[src/rtl/hazard_ctrl.sv]
// -----------------------------------------------------------------------------
// hazard_ctrl
//   Pipeline sequencing controller for the 5-stage core. It arbitrates between
//   a multi-cycle data-memory freeze, a load-use stall and a taken-branch
//   flush, and drives the PC / IFID enables and the ID/EX bubble.
//   It also keeps two saturating performance counters.
//
// Parameters
//   MEM_LAT  data-memory access latency in cycles (1..15)
//   CNT_W    width of the performance counters
//
// Ports
//   Clk             system clock, all state updates on the rising edge
//   Start           synchronous active-low reset
//   idex_memread_i  instruction in EX is a load
//   idex_rd_i       destination register of the instruction in EX
//   ifid_rs_i       rs field of the instruction in IFID
//   ifid_rt_i       rt field of the instruction in IFID
//   branch_taken_i  branch resolved taken in ID this cycle
//   dmem_req_i      instruction in MEM issues a data-memory access
//   pc_write_o      PC update enable
//   ifid_write_o    IFID register load enable
//   ifid_flush_o    IFID clears to NOP at the next edge
//   idex_bubble_o   ID/EX loads a NOP
//   stall_all_o     freezes ID/EX, EX/MEM and MEM/WB
//   state_o         0 = RUN, 1 = MEM_WAIT
//   stall_cnt_o     cycles with pc_write_o=0 while Start=1 (saturating)
//   flush_cnt_o     cycles with ifid_flush_o=1 while Start=1 (saturating)
// -----------------------------------------------------------------------------
module hazard_ctrl #(
  parameter int MEM_LAT = 3,
  parameter int CNT_W   = 16
) (
  input  logic             Clk,
  input  logic             Start,
  input  logic             idex_memread_i,
  input  logic [4:0]       idex_rd_i,
  input  logic [4:0]       ifid_rs_i,
  input  logic [4:0]       ifid_rt_i,
  input  logic             branch_taken_i,
  input  logic             dmem_req_i,
  output logic             pc_write_o,
  output logic             ifid_write_o,
  output logic             ifid_flush_o,
  output logic             idex_bubble_o,
  output logic             stall_all_o,
  output logic             state_o,
  output logic [CNT_W-1:0] stall_cnt_o,
  output logic [CNT_W-1:0] flush_cnt_o
);

  typedef enum logic {
    ST_RUN      = 1'b0,
    ST_MEM_WAIT = 1'b1
  } state_e;

  // A memory access freezes the pipeline for MEM_LAT-1 cycles: the request
  // cycle itself plus MEM_LAT-2 cycles in MEM_WAIT. With MEM_LAT=2 the request
  // cycle alone covers the latency, so MEM_WAIT is never entered.
  localparam bit             MEM_STALL_EN = (MEM_LAT > 1);
  localparam bit             USE_WAIT     = (MEM_LAT > 2);
  localparam logic [3:0]     WAIT_INIT    = 4'((MEM_LAT > 2) ? (MEM_LAT - 2) : 0);
  localparam logic [CNT_W-1:0] CNT_MAX    = '1;

  state_e           state_q, state_d;
  logic [3:0]       wcnt_q, wcnt_d;
  logic [CNT_W-1:0] stall_cnt_q, stall_cnt_d;
  logic [CNT_W-1:0] flush_cnt_q, flush_cnt_d;
  logic             load_use_hz;

  assign load_use_hz = idex_memread_i && (idex_rd_i != 5'd0) &&
                       ((idex_rd_i == ifid_rs_i) || (idex_rd_i == ifid_rt_i));

  // NOTE: every signal driven here gets a default first, so no path leaves a
  // value unassigned and no latch is inferred.
  always_comb begin
    state_d       = state_q;
    wcnt_d        = wcnt_q;
    pc_write_o    = 1'b1;
    ifid_write_o  = 1'b1;
    ifid_flush_o  = 1'b0;
    idex_bubble_o = 1'b0;
    stall_all_o   = 1'b0;

    if (!Start) begin
      // Reset also aborts any wait in progress.
      state_d       = ST_RUN;
      wcnt_d        = 4'd0;
      pc_write_o    = 1'b0;
      ifid_write_o  = 1'b0;
      ifid_flush_o  = 1'b1;
      idex_bubble_o = 1'b1;
    end else begin
      unique case (state_q)
        ST_RUN: begin
          if (dmem_req_i && MEM_STALL_EN) begin
            stall_all_o  = 1'b1;
            pc_write_o   = 1'b0;
            ifid_write_o = 1'b0;
            if (USE_WAIT) begin
              state_d = ST_MEM_WAIT;
              wcnt_d  = WAIT_INIT;
            end
          end else if (load_use_hz) begin
            // A taken branch is dropped here; it re-resolves next cycle.
            pc_write_o    = 1'b0;
            ifid_write_o  = 1'b0;
            idex_bubble_o = 1'b1;
          end else if (branch_taken_i) begin
            ifid_flush_o = 1'b1;
          end
        end
        ST_MEM_WAIT: begin
          stall_all_o  = 1'b1;
          pc_write_o   = 1'b0;
          ifid_write_o = 1'b0;
          // wcnt counts the MEM_WAIT cycles still to go including this one.
          if (wcnt_q <= 4'd1) begin
            state_d = ST_RUN;
            wcnt_d  = 4'd0;
          end else begin
            wcnt_d = wcnt_q - 4'd1;
          end
        end
        default: state_d = ST_RUN;
      endcase
    end

    stall_cnt_d = stall_cnt_q;
    flush_cnt_d = flush_cnt_q;
    if (!Start) begin
      stall_cnt_d = '0;
      flush_cnt_d = '0;
    end else begin
      if (!pc_write_o && (stall_cnt_q != CNT_MAX)) stall_cnt_d = stall_cnt_q + 1'b1;
      if (ifid_flush_o && (flush_cnt_q != CNT_MAX)) flush_cnt_d = flush_cnt_q + 1'b1;
    end
  end

  // NOTE: sequential state uses non-blocking assignments so every flop samples
  // the pre-edge values regardless of statement order.
  always_ff @(posedge Clk) begin
    state_q     <= state_d;
    wcnt_q      <= wcnt_d;
    stall_cnt_q <= stall_cnt_d;
    flush_cnt_q <= flush_cnt_d;
  end

  assign state_o     = Start ? state_q : 1'b0;
  assign stall_cnt_o = stall_cnt_q;
  assign flush_cnt_o = flush_cnt_q;

endmodule
[config.mk]
export PLATFORM = sky130hd
export DESIGN_NAME = hazard_ctrl
export DESIGN_NICKNAME = d
export VERILOG_FILES = /design/src/rtl/hazard_ctrl.sv
export SDC_FILE = /design/constraint.sdc
export NUM_CORES = 1
export LEC_CHECK = 0
export CORE_MARGIN = 4
export CORE_UTILIZATION = 44
export CTS_CLUSTER_DIAMETER = 60
export CTS_CLUSTER_SIZE = 24
export DETAILED_ROUTE_END_ITERATION = 6
export GPL_TIMING_DRIVEN = 0
export PLACE_DENSITY = 0.76
export SYNTH_ARGS = -nofsm -noshare
export SYNTH_HDL_FRONTEND = slang
export SYNTH_SLANG_ARGS = --single-unit
[constraint.sdc]
create_clock -name Clk -period 2.2 [get_ports Clk]
set_input_delay 0.44 -clock Clk [delete_from_list [all_inputs] [get_ports Clk]]
set_output_delay 0.44 -clock Clk [all_outputs]
set_load 0.02 [all_outputs]
Yosys cells after proc, flatten, opt, wreduce, memory -nomap -nowiden
Cells that the tools add are included.
{"block": "word_totals", "reg_bits": 37, "inputBits": 20, "output_inout_bits": 38, "elab_cells": 43}
{"block": "op_classes", "n_addsub": 3, "order_cmp": 1, "eq_ne": 5, "muxes": 22, "bitwise": 1, "reduce_logical": 7}
{"cell": "$add 16x1->16 const B", "n": 2}
{"cell": "$ne 16x16->1 const B", "n": 2}
{"cell": "$mux 1", "n": 16}
{"cell": "$eq 5x5->1", "n": 2}
{"cell": "$mux 4", "n": 2}
{"cell": "$pmux 4 s2", "n": 1}
{"cell": "$pmux 1 s2", "n": 3}
{"cell": "$reduce_bool 5->1", "n": 1}
{"cell": "$le 4x1->1 const B", "n": 1}
{"cell": "$logic_and 1x1->1", "n": 4}
{"cell": "$sub 4x1->4 const B", "n": 1}
{"cell": "$ne 2x2->1 const B", "n": 1}
{"cell": "$logic_not 1->1", "n": 1}
{"cell": "$logic_or 1x1->1", "n": 1}
{"cell": "$not 1->1", "n": 1}

Depth between registers and ports, before layout
Gate-level depths: netlist of the first run.
{"block": "depth", "depth_word": 9, "mapped_depth": 8, "ltp_nobuf": 7}

Worst setup path before layout of the first run
OpenSTA, ideal clock, no wires.
{"block": "synth_timing", "path_type": "input port to output port", "startpoint": "input idex_rd_i[1]", "endpoint": "output pc_write_o", "t_arrival_ns": 1.950, "t_required_ns": 1.760, "setup_slack_ns": -0.190, "path_stages": 6, "path_buffers": 3, "path_cell_list": "or4_4 -> o21a_4 -> a211oi_4 -> buf_6 -> buf_12 -> buf_4"}
{"block": "synth_via", "elab_chain_cells": 7}
{"element": "from (decl)", "line": "37", "text": "input logic [4:0] idex_rd_i,"}
{"element": "$eq 5x5->1 or $reduce_bool 5->1 (tied branches)", "line": "72, 71"}
{"element": "$logic_or 1x1->1 or $logic_and 1x1->1 (tied branches)", "line": "72, 71"}
{"element": "$logic_and 1x1->1 *", "line": "71", "text": "assign load_use_hz = idex_memread_i && (idex_rd_i != 5'd0) &&"}
{"element": "$mux 1 * (2 in a row)"}
{"element": "$pmux 1 s2 *"}
{"element": "$mux 1 *"}
{"element": "to (decl)", "line": "42", "text": "output logic pc_write_o,"}
Mark *: on every way between the ends. The rest lies on a longest branch, timed or not.

Final worst setup path of the first run
{"block": "layout_timing", "startpoint": "input idex_rd_i[2]", "endpoint": "output pc_write_o"}
{"block": "layout_via", "elab_chain_cells": 7}
{"element": "$eq 5x5->1 or $reduce_bool 5->1 (tied branches)", "line": "72, 71"}
{"element": "$logic_or 1x1->1 or $logic_and 1x1->1 (tied branches)", "line": "72, 71"}
{"element": "$logic_and 1x1->1 *", "line": "71"}
{"element": "$mux 1 *", "line": "104", "text": "end else if (load_use_hz) begin"}
{"element": "$mux 1 *", "line": "96", "text": "if (dmem_req_i && MEM_STALL_EN) begin"}
{"element": "$pmux 1 s2 *", "line": "94", "text": "unique case (state_q)"}
{"element": "$mux 1 *", "line": "85", "text": "if (!Start) begin"}
Marked as above.

==> metrics.txt, run 1 <==
status finished with violations; failing checks negative setup slack; dpl hpwl 4.42 mm; Critical Path Start Type input port; power share of the combinational group approximately a fifth; Area contributors post-synth dfxtp_1 (33%), o31ai_1 (4.6%), nand2_1 (4.5%); Clock Power Share between 30% and 40%; Root Driver clkbuf_8; RSZ-0062 raised after global routing yes; Hold Fails Final Rpt 0; CP Class in2out; Final Routed Wirelength ~6.4 mm; overall power ~0.0016 W; Reg power frac 44.8%; fmax 0.414 GHz; maxcap violations 0; syn nets roughly 290; Core Region 4850 sq um; hold_ws ~0.48 ns; Final #Nets between 300 and 400; first drt pass iteration count 4; area leader, netlist dfxtp_1; syn_area_per_cell between 8 and 9 sq um; GRT overflow 0; antenna violations before repair 0; Vias between 2000 and 2500; CTS buffer count 5; Port Buffers 57; Vert. Die Dim around 80 um; DRC 0; final number of setup-violating endpoints 4; Inst Count DP around 400; I/O Pins just under 60; crit path DAT around 2.0 ns; Post-synth top cells dfxtp_1 (37), nand2_1 (27), nand3_1 (16), nor2_1 (14), o31ai_1 (14); Post-Syn Area about 2300 sq um; flops & latches, synth 37; DRT antenna net count 0; CTS clk-pin slew, worst paths roughly 0.08 ns; EDFF count, synth 0; ys async rst share 0%; min Tclk post-route approximately 2.4 ns; pins over their slew limit 0; Starting Density about 47%; pre-CTS setup slack -1.35 ns; sequential area share after synthesis between 30% and 40%; Max Root-Sink Buffers 2; first-pass GRT wire length 10.6 mm; WL/cell about 16 um; clk sinks 37; Max VDD drop about 0.6 mV; die area 6360 sq um; Worst Clk Skew ~0.0073 ns; Sw Pwr 0.000419 W; CP Max Fanout 3; Post-Layout Cell Count 410; met2 usage in global routing roughly a third; cell internal pwr roughly 0.0012 W; Syn-to-layout area delta 42.8%; CP Capture Type output pin; count leader, synth dfxtp_1; final worst slack -0.216 ns; Tcrit/Tclk final 110%; DR iter-0 viols 94; pwr dens between 400 and 500 nW/um^2; Syn. warnings 0; row cnt 25; area share of the leading cell type in the synthesized netlist 32.7%; Critical Path RT around 1.8 ns; Tightest Hold Check Type reg2reg; synthesized instance count between 200 and 300; grt met1 use 26.9%; largest net degree at the start of global routing 12; Netlist cell types 53; Top FF cell, synth dfxtp_1; later-pin clock latency in the skew report between 0.2 and 0.3 ns; Rel. slew slack around 54%; share of layout cells above drive strength 1 roughly 27%; grt met3 use 4.06%; vias in the first global route 2231; GRT Total Usage 20.9%; worst slew pin tran between 0.6 and 0.7 ns; busiest grt layer met2; P_leak between 1 and 1.5 nW; H-tree Lvls 2; GP Congestion 0.817; DIE WIDTH 79.8 um; switching part of the total approximately a quarter; CTS tree yes; number of diodes 0; vias per cell slightly below 6
## state kept, by name, indices dropped and copies added (netlist names)
name         cells
stall_cnt_o     16
state_q          1
flush_cnt_o     16
wcnt_q           4
## worst max-delay path: stages
cell and delay (ns):
buf_8 0.10, or4_4 0.54, o21a_4 0.23, a211oi_4 0.25, buf_6 0.15, buf_12 0.09, buf_6 0.08, buf_6 0.10
## power groups by stage
| stage | sequential [W] | combinational (W) | clock, W |
|---|---|---|---|
| detailed placement | 0.000721 | 0.000258 | 0 |
| global placement | 0.000720 | 0.000254 | 0 |
| floorplan | 0.000725 | 0.000146 | 0 |
| global route | 0.000709 | 0.000320 | 0.000615 |
| finish | 0.000706 | 0.000297 | 0.000574 |
| CTS | 0.000705 | 0.000275 | 0.000582 |
## path summary, 6_finish.rpt
path                          startpoint                           end  slack, ns  cells after the start
max reg2reg  stall_cnt_o[1]$_SDFFE_PN0P_  stall_cnt_o[15]$_SDFFE_PN0P_       0.11                      7
min          stall_cnt_o[9]$_SDFFE_PN0P_   stall_cnt_o[9]$_SDFFE_PN0P_       0.48                      2
max                         idex_rd_i[2]                    pc_write_o      -0.22                      8
min reg2reg  stall_cnt_o[9]$_SDFFE_PN0P_   stall_cnt_o[9]$_SDFFE_PN0P_       0.48                      2
## stage by stage
step,setup TNS (ns),utilization (%),cell area [sq um]
floorplan,-0.163,-,2270
global placement,-19.33,60.3,2930
detailed placement,-19.87,60.3,2930
CTS,-0.608,64.6,3130
global route,-0.775,66.8,3240
finish,-0.553,66.8,3240
## cell usage in the layout (no fill, tap or decap), types with 8 or more instances in the layout
cell / instances
clkdlybuf4s50_1: 35
dfxtp_1: 32
nand2_1: 27
nand3_1: 14
buf_4: 14
nor2_1: 12
dlygate4sd2_1: 12
o31ai_1: 11
a21oi_1: 11
or4_1: 10
inv_1: 9
mux2i_1: 9
a21oi_2: 9
or4_2: 8
## routing by layer
metal  vias to the layer above  part of all wire [%]
li1                       1151                     -
met4                         0                   1.4
met5                         -                     0
met3                         9                   4.2
met1                      1146                    46
met2                        58                    49
## what timing repair did
action                                  4_1_cts  5_1_grt
setup buffers                                 9        5
hold buffers                                  0        0
pin swaps                                    19       11
endpoints found under the setup margin       33       23
resized for setup                            76       22
## logic make-up (layout without fill, tap and decap cells)
| group | after synthesis | in the layout | share of synthesized area (%) |
|---|---|---|---|
| compound gates | 63 | 63 | 22.1 |
| xor+xnor | 10 | 10 | 3.86 |
| fa+ha+maj | 4 | 4 | 2.21 |
| buf+inv | 24 | 100 | 5.41 |
| flops | 37 | 37 | 32.7 |
| mux | 9 | 9 | 3.97 |
| simple gates | 120 | 120 | 29.8 |
## layout make-up
class,count,area [sq um]
buffer,14,106
clock buffer,5,68.8
clock inverter,2,35.0
fill,381,1610
inverter,9,33.8
multi-input combinational,206,1510
sequential,37,747
tap,67,83.8
timing repair buffer,70,654
No activity file was read; power rests on OpenSTA's default activity.
==> run 2, diff against run 1 <==
--- a/config.mk
+++ b/config.mk
@@ -6,12 +6,12 @@
 export NUM_CORES = 1
 export LEC_CHECK = 0
 export CORE_MARGIN = 4
-export CORE_UTILIZATION = 44
+export CORE_UTILIZATION = 53
 export CTS_CLUSTER_DIAMETER = 60
 export CTS_CLUSTER_SIZE = 24
 export DETAILED_ROUTE_END_ITERATION = 6
 export GPL_TIMING_DRIVEN = 0
-export PLACE_DENSITY = 0.76
+export PLACE_DENSITY = 0.86
 export SYNTH_ARGS = -nofsm -noshare
 export SYNTH_HDL_FRONTEND = slang
 export SYNTH_SLANG_ARGS = --single-unit
==> constraint.sdc (replaced) <==
create_clock -name Clk -period 3.1 [get_ports Clk]
set_input_delay 0.62 -clock Clk [delete_from_list [all_inputs] [get_ports Clk]]
set_output_delay 0.62 -clock Clk [all_outputs]
set_load 0.02 [all_outputs]
==> run 2 against run 1 <==
Against the previous run:
- the run now ends clean
- clock power shrank 24%
- first-iteration DRC count grew 31%
- register-to-register slack gained 0.72 ns
- worst setup slack gained 0.26 ns
- hold slack gained 0.0045 ns
- core utilization grew 8.4 points
- sequential cell count is the same
- clock skew shrank 0.0031 ns
- via count is the same
- sequential power shrank 29%
- critical endpoint unchanged
- largest power group unchanged
==> metrics.txt, run 2 (synthesis gave the netlist of run 1 again) <==
r2r startpoint stall_cnt_o[6]$_SDFFE_PN0P_; later-pin clock latency in the skew report 0.29 ns (about the same); CTS clk-pin slew, worst paths 0.07 ns (about the same); Critical Path RT 2.48 ns (+0.72 ns); Critical Path Start Type input port; pwr dens 368 nW/um^2 (-24%); WL/cell 15.9 um (+1.6%); maxcap violations 0 (unchanged); Post-Layout Cell Count 385 (-6.1%); antenna violations before repair 0 (unchanged); CP Max Fanout 11 (+8); area of the multi-input gates 1420 sq um (-5.9%); min Tclk post-route 3.05 ns; DRT antenna net count 0 (unchanged); Inst Count DP 374 (-4.3%); H-tree Lvls 2 (unchanged); Placement Cell Area 2900 sq um (-0.86%); Max VDD drop 0.255 mV (-57%); pins over their slew limit 0 (unchanged); Syn-to-layout area delta 34.5%; Vert. Die Dim 73.4 um (-8.0%); DIE WIDTH 73.4 um (-8.0%); largest net degree at the start of global routing 12 (unchanged); commonest non-fill, non-tap cell in the layout clkdlybuf4s50_1; Worst Clk Skew 0.00422 ns (-0.00309 ns); Rel. slew slack 47.0% (-7.1 points); Seq. cell area 741 sq um (-0.84%); highest-count cells in the layout ignoring fill and taps clkdlybuf4s50_1 (47), dfxtp_1 (37), nand2_1 (27); overall power 0.00112 W (-29%); Fill cells 327 (-14%); Hold Fails Final Rpt 0 (unchanged); Root Driver clkbuf_8; Vias 2364 (unchanged); RSZ-0062 raised after global routing no; design area 3050 sq um (-5.8%); GRT Total Usage 24.0% (+3.1 points); row cnt 23 (-8.0%); worst slew pin tran 0.789 ns (+0.101 ns); Final #Nets 358 (-2.5%); Layout Utilization 75.2% (+8.4 points); Tcrit/Tclk final a little over nine tenths; clk sinks 37 (unchanged); dpl hpwl 4.51 mm (+2.1%); CP Class in2out; CP Capture Type output pin; GRT overflow 0 (unchanged); status finished clean; first-pass GRT wire length 10.2 mm (-3.6%); number of diodes 0 (unchanged); vias per cell 6.14 (+6.5%); Starting Density 55.9% (+9.1 points); DR iter-0 viols 123 (+31%); crit path DAT 2.43 ns (+0.45 ns); Max Root-Sink Buffers 2 (unchanged); Hold Startpoint stall_cnt_o[9]$_SDFFE_PN0P_; die area 5390 sq um (-15%); DRC 0 (unchanged); TNS Setup 0 ns (+0.553 ns); I/O Pins 58 (unchanged); GP Congestion 0.845 (+3.4%); final number of setup-violating endpoints 0 (-4); P_leak 1.03 nW (-8.7%); CTS buffer count 5 (unchanged); Core Region 4060 sq um (-16%); Port Buffers 57 (unchanged); Tightest Hold Check Type reg2reg; hold bufs inserted after CTS 0 (unchanged); crit path from idex_rd_i[4]; share of layout cells above drive strength 1 16.1% (-11 points); fmax around 0.33 GHz; vias in the first global route 2234 (+0.13%); CTS tree yes; first drt pass iteration count 4 (unchanged); Final Routed Wirelength 6.11 mm (-4.6%)
==> run 2: cell type report <==
cell class,count,share of cell area [%]
repair buffers,60,18.9
plain buffers,15,3.24
clock buffers,7,2.83
inverters,9,1.11
clock inverters,1,0.984
well taps,50,2.05
flip-flops and latches,37,24.3
multi-input cells,206,46.6
==> run 2: power breakdown <==
group / switching [W] / leakage, nW / internal [W] / total [W]
logic: 0.0000982 / 0.667 / 0.0000894 / 0.000188
clock network: 0.000173 / 0.0585 / 0.000262 / 0.000435
registers: 0.0000152 / 0.299 / 0.000485 / 0.000501
total: 0.000286 / 1.03 / 0.000837 / 0.00112
==> run 2: what timing repair did <==
action / 4_1_cts / 5_1_grt
pin swaps: 3 / 1
setup endpoints to repair: 6 / 2
resized for setup: 24 / 1
setup buffers: 3 / 0
==> run 2: final timing paths <==
path                                      end  slack (ns)  depth (start not counted)
hold reg to reg   stall_cnt_o[9]$_SDFFE_PN0P_        0.49                          2
setup / recovery                   pc_write_o        0.05                          8
setup reg to reg  stall_cnt_o[7]$_SDFFE_PN0P_        0.83                          8
hold / removal    stall_cnt_o[9]$_SDFFE_PN0P_        0.49                          2
==> run 2: metal layers <==
| metal | vias up | share of wire (%) | track usage [%] | wire length [um] |
|---|---|---|---|---|
| met5 | - | 0 | 0 | 0 |
| met4 | 0 | 2.6 | 10.9 | 156 |
| met3 | 16 | 6.6 | 4.92 | 402 |
| met2 | 97 | 49 | 39.5 | 2980 |
| met1 | 1123 | 42 | 29.9 | 2570 |
| li1 | 1128 | - | - | - |
==> run 2: critical path, stage by stage <==
cell and delay (ns):
dlygate4sd2_1 0.27, or4_4 0.59, o21a_4 0.23, a211oi_4 0.23
buf_6 0.14, buf_12 0.12, buf_4 0.10, buf_4 0.12
==> run 2: through the flow <==
| step | setup slack [ns] | hold WS [ns] |
|---|---|---|
| after global placement | -0.858 | 0.479 |
| after CTS | 0.0622 | 0.496 |
| after floorplan | 0.350 | 0.488 |
| after global routing | 0.0154 | 0.528 |
| final | 0.0488 | 0.489 |
| after detailed placement | -0.854 | 0.486 |
